==> src/rtl/tile_console_writer.sv <==
// Character-stream writer for the tile-map RAM: cursor tracking, control codes and a full-page clear.
// Optional build macro TILE_CONSOLE_CLEAR_ON_RESET_EN runs a clear with attr 8'h07 after every reset release.
module tile_console_writer #(
  parameter int          COLS      = 32,
  parameter int          ROWS      = 30,
  parameter int          ADDR_W    = 16,
  parameter int unsigned PAGE_BASE = 32'h7E00,
  parameter logic [7:0]  FILL_CHAR = 8'h20
) (
  input  logic                      clk,
  input  logic                      reset,
  input  logic                      ch_valid,
  output logic                      ch_ready,
  input  logic [7:0]                ch_data,
  input  logic [7:0]                ch_attr,
  input  logic                      ram_busy,
  output logic [ADDR_W-1:0]         ram_addr,
  output logic [15:0]               ram_write,
  output logic                      ram_writeenable,
  output logic [$clog2(COLS)-1:0]   cur_col,
  output logic [$clog2(ROWS)-1:0]   cur_row,
  output logic                      busy
);

  localparam int COL_W = $clog2(COLS);
  localparam int ROW_W = $clog2(ROWS);
  localparam int IDX_W = $clog2(COLS * ROWS);
  localparam logic [COL_W-1:0] COL_LAST = COL_W'(COLS - 1);
  localparam logic [ROW_W-1:0] ROW_LAST = ROW_W'(ROWS - 1);
  localparam logic [IDX_W-1:0] IDX_LAST = IDX_W'(COLS * ROWS - 1);

  typedef enum logic [1:0] {
    IDLE,
    WRITE,
    CLEAR
  } state_t;

  state_t             state_q, state_d;
  logic [COL_W-1:0]   col_q, col_d;
  logic [ROW_W-1:0]   row_q, row_d;
  logic [IDX_W-1:0]   idx_q, idx_d;
  logic [7:0]         char_q, char_d;
  logic [7:0]         attr_q, attr_d;
  logic               idle_ready;
  logic               init_q;
  logic [ADDR_W-1:0]  cell_addr;

  // Cursor cell address; wraps modulo 2**ADDR_W by construction.
  assign cell_addr = ADDR_W'(PAGE_BASE) + ADDR_W'(row_q) * ADDR_W'(COLS) + ADDR_W'(col_q);

`ifdef TILE_CONSOLE_CLEAR_ON_RESET_EN
  // High only in the first cycle after reset release, kicking off the power-on clear.
  always_ff @(posedge clk or negedge reset) begin
    if (!reset) init_q <= 1'b1;
    else        init_q <= 1'b0;
  end
`else
  assign init_q = 1'b0;
`endif

  always_comb begin
    // NOTE: every signal driven here gets a default first so no latch can be inferred.
    state_d         = state_q;
    col_d           = col_q;
    row_d           = row_q;
    idx_d           = idx_q;
    char_d          = char_q;
    attr_d          = attr_q;
    idle_ready      = 1'b0;
    ram_writeenable = 1'b0;
    ram_addr        = '0;
    ram_write       = '0;

    unique case (state_q)
      IDLE: begin
        if (init_q) begin
          state_d = CLEAR;
          idx_d   = '0;
          attr_d  = 8'h07;
        end else begin
          idle_ready = 1'b1;
          if (ch_valid && reset) begin
            char_d = ch_data;
            attr_d = ch_attr;
            unique case (ch_data)
              8'h08: begin
                if (col_q != '0) begin
                  col_d = col_q - 1'b1;
                end else if (row_q != '0) begin
                  col_d = COL_LAST;
                  row_d = row_q - 1'b1;
                end
              end
              8'h0A: begin
                col_d = '0;
                row_d = (row_q == ROW_LAST) ? '0 : row_q + 1'b1;
              end
              8'h0C: begin
                idx_d   = '0;
                state_d = CLEAR;
              end
              8'h0D:   col_d = '0;
              default: state_d = WRITE;
            endcase
          end
        end
      end

      WRITE: begin
        if (!ram_busy) begin
          ram_writeenable = 1'b1;
          ram_addr        = cell_addr;
          ram_write       = {attr_q, char_q};
          state_d         = IDLE;
          if (col_q == COL_LAST) begin
            col_d = '0;
            row_d = (row_q == ROW_LAST) ? '0 : row_q + 1'b1;
          end else begin
            col_d = col_q + 1'b1;
          end
        end
      end

      CLEAR: begin
        if (!ram_busy) begin
          ram_writeenable = 1'b1;
          ram_addr        = ADDR_W'(PAGE_BASE) + ADDR_W'(idx_q);
          ram_write       = {attr_q, FILL_CHAR};
          if (idx_q == IDX_LAST) begin
            col_d   = '0;
            row_d   = '0;
            state_d = IDLE;
          end else begin
            idx_d = idx_q + 1'b1;
          end
        end
      end

      default: state_d = IDLE;
    endcase
  end

  always_ff @(posedge clk or negedge reset) begin
    if (!reset) begin
      state_q <= IDLE;
      col_q   <= '0;
      row_q   <= '0;
      idx_q   <= '0;
      char_q  <= '0;
      attr_q  <= '0;
    end else begin
      // NOTE: sequential state uses non-blocking assignments so every flop samples pre-edge values.
      state_q <= state_d;
      col_q   <= col_d;
      row_q   <= row_d;
      idx_q   <= idx_d;
      char_q  <= char_d;
      attr_q  <= attr_d;
    end
  end

  // Reset gates the handshake and busy flag so both read 0 while reset is held.
  assign ch_ready = idle_ready & reset;
  assign busy     = (state_q == CLEAR) | (init_q & reset);
  assign cur_col  = col_q;
  assign cur_row  = row_q;

endmodule
==> config.mk <==
export PLATFORM = sky130hd
export DESIGN_NAME = tile_console_writer
export DESIGN_NICKNAME = d
export VERILOG_FILES = /design/src/rtl/tile_console_writer.sv
export SDC_FILE = /design/constraint.sdc
export NUM_CORES = 1
export LEC_CHECK = 0
export BUFFER_PORTS_ARGS = -buffer_cell sky130_fd_sc_hd__buf_2
export CORE_MARGIN = 2
export CORE_UTILIZATION = 25
export DETAILED_ROUTE_END_ITERATION = 10
export GPL_TIMING_DRIVEN = 0
export PLACE_DENSITY = 0.53
export SYNTH_ARGS = -nofsm -noshare
export SYNTH_HDL_FRONTEND = slang
export SYNTH_SLANG_ARGS = --single-unit
==> constraint.sdc <==
create_clock -name clk -period 2.5 [get_ports clk]
set_clock_uncertainty 0.2 [all_clocks]
set_input_delay 0.25 -clock clk [delete_from_list [all_inputs] [get_ports clk]]
set_output_delay 0.25 -clock clk [all_outputs]
set_load 0.05 [all_outputs]
==> results_dict.tcl <==
set metrics [dict create \
    endpoint_kind "primary output" \
    cts_root_buf "clkbuf_8" \
    antennaDiodeCount 0 \
    min_path_type "input pin to flop" \
    tightest_slew_ns 0.711 \
    synth.cell_area_um2 2780 \
    cts_buffers 5 \
    rows 38 \
    synth_seq_cells 38 \
    min-delay-start "ch_data[6]" \
    ioPinCount 65 \
    setup_violations 0 \
    yosysWarnings 0 \
    timing.setup.tns_ns 0 \
    rsz0062_at_grt "true" \
    cp_max_fo 6 \
    powerDensity_nw_per_um2 1060 \
    yosys-top-cells-area "dfrtp_1 (34%), mux2_2 (6.5%), ha_1 (5.4%), and2_1 (4.0%), o21ai_0 (2.9%)" \
    arrival_ns 1.98 \
    ant_nets 0 \
    cp_common_cell "buf_8" \
    status "completed" \
    worst-endpoint-required_ns 2.05 \
    fin_crit_ns 2.43 \
    dp_hpwl_mm 6.01 \
    grt_max_degree 39 \
    max_cap_violations 0 \
    fmax_mhz 412 \
    grtUsageTotal_pct 14.7 \
    crit_start "state_q[1]" \
    cts_tree "yes" \
    cts.path.max_buffers 2 \
    peakVddDrop_v 0.000509 \
    yosysTopAreaCell "dfrtp_1" \
    grt_pass1_vias 2745 \
    wirelength_mm 8.51 \
    crit_slowest_cell "dfrtp_2" \
    hold_viol_final 0 \
    drv_slew 0 \
    synth_top_area_share_pct 34.2 \
    syn_avg_cell_area_um2 9.24 \
    design.die.area_um2 12000 \
    dr.pass1.iters 4 \
    crit_type "flop to primary output" \
    ys_types 62 \
    async_flop_share_pct 100 \
    seqCellArea_um2 960 \
    grt-ovfl-total 0 \
    drtIter0Drc 173 \
    vias 2785 \
    synth.most_common_cell "dfrtp_1" \
    cts.sinks 38 \
    critPathMaxStageDelay_ns 0.44 \
    total_power_mw 4.29 \
    core_region_area_um2 10800 \
    via_per_inst 5.14 \
    htree_num_levels 2 \
    slew_headroom_pct 52.2 \
    insertion_delay_ns 0.30 \
    min_period_over_period_pct 97.2 \
    path_cells "inv_4 -> ha_4 -> and2_4 -> nor2b_4 -> buf_8 -> nand2_4 -> o31ai_4 -> buf_12 -> buf_6 -> buf_8" \
    synth-edff-count 0 \
    fillers 1086 \
    synthCells 301 \
    grt_pass1_wl_mm 13.8 \
    area_growth_pct 44.8 \
    wire_per_inst_um 15.7 \
    p_leak_nw 1.84 \
    fin_nets 433 \
    synth_flop_cell "dfrtp_1" \
    gp_congestion 0.859 \
    die_w_um 109 \
    clk_pin_slew_ns 0.09 \
    layout-drive-gt1-share_pct 42.0 \
    ys_top_cells_by_count "dfrtp_1 (38), and2_1 (18), nor2_1 (18)" \
    multi_input_area_um2 1800 \
    remaining_drc_errors 0 \
    die_y_um 109 \
    synthesis.nets 333 \
    portBuffers 64 \
    r2r_start "cur_row[1]" \
    worstSetupStartpointType "flop" \
    start_util_pct 25.7 \
    antenna_found_initial 0 \
    seq_area_frac_synth_pct 34.2 \
]
==> worst max-delay path, delay by kind of cell, from the launching register on <==
kind	cells	cell delay [ns]
AND/OR/NAND/NOR	3	0.36
adder cells (fa/ha/maj)	1	0.21
flip-flops	1	0.44
buffers and inverters	5	0.61
AO/OA/AOI/OAI	1	0.07
==> routing by layer <==
| metal | routed length [um] | vias to the layer above | share of wire, % | GRT usage [%] |
|---|---|---|---|---|
| li1 | - | 1320 | - | - |
| met1 | 4150 | 1369 | 49 | 20.3 |
| met2 | 3830 | 90 | 45 | 23.1 |
| met3 | 454 | 6 | 5.3 | 3.02 |
| met4 | 80 | 0 | 0.94 | 4.07 |
| met5 | 0 | - | 0 | 0 |
==> area by class of cell <==
cell class	instances	share of cell area, %
inverter	15	1.55
tap	140	4.35
clock buffer	5	1.71
multi-input combinational	221	44.7
buffer	23	5.03
sequential	38	23.8
timing repair buffer	97	17.1
clock inverter	3	1.71
==> what timing repair did <==
item,4_1_cts,5_1_grt
setup buffers,11,12
hold endpoints to repair,46,0
gates resized for setup,41,20
pin swaps,5,4
hold buffers,10,0
cloned,0,0
endpoints found under the setup margin,51,33
==> per-stage QoR <==
step	hold slack [ns]	instances	utilization (%)	instance area (um2)	worst slack [ns]
6_report	0.0623	542	37.2	4030	0.0710
5_1_grt	0.0661	542	37.2	4030	-0.0158
4_1_cts	0.0500	532	35.7	3870	-0.0333
3_5_place_dp	0.272	505	31.2	3380	-0.677
3_3_place_gp	0.260	505	31.2	3380	-0.641
2_1_floorplan	-0.246	301	-	2890	-0.00137
==> final timing paths <==
path / end / slack, ns / cells past startpoint
worst min register to register: char_q[0] / 0.30 / 1
worst max register to register: cur_row[1] / 0.07 / 8
min in group asynchronous: cur_col[3] / 0.28 / 3
worst max-delay path: ram_addr[11] / 0.07 / 10
worst min-delay path: char_q[6] / 0.06 / 2
max in group asynchronous: cur_col[0] / 1.60 / 3
==> registers in the layout, summed over array words and instances, names as in the netlist <==
register	count
attr_q	8
char_q	8
cur_col	5
cur_row	5
idx_q	10
state_q	2
==> cell usage in the layout, fill, tap and decap left out, types with 7 or more instances in the layout <==
master and count:
dfrtp_1 31, dfrtp_2 7, buf_2 57, a22oi_1 8, dlygate4sd3_1 9, nor2_1 17
mux2_2 16, ha_1 8, nand3_1 13, buf_8 7, nand2_1 13, inv_1 10
o21ai_0 14, and2_1 16, buf_4 25, buf_6 8
==> power by group <==
| part | switching [mW] | internal (mW) | total, mW |
|---|---|---|---|
| logic | 1.56 | 1.09 | 2.65 |
| clock network | 0.252 | 0.400 | 0.652 |
| registers | 0.143 | 0.839 | 0.982 |
| total | 1.96 | 2.33 | 4.29 |
==> cells by family (layout without fill, tap and decap cells) <==
logic type / after synthesis / count (layout) / synth area share (%)
and+or+nand+nor: 110 / 110 / 23.4
AOI/OAI and AO/OA: 79 / 79 / 21.3
DFF: 38 / 38 / 34.2
xor gates and xnor gates: 1 / 1 / 0.315
muxes: 19 / 19 / 7.96
adders and majority gates: 12 / 12 / 5.40
buffers and inverters: 42 / 143 / 7.42
No activity file was read; power rests on OpenSTA's default activity.
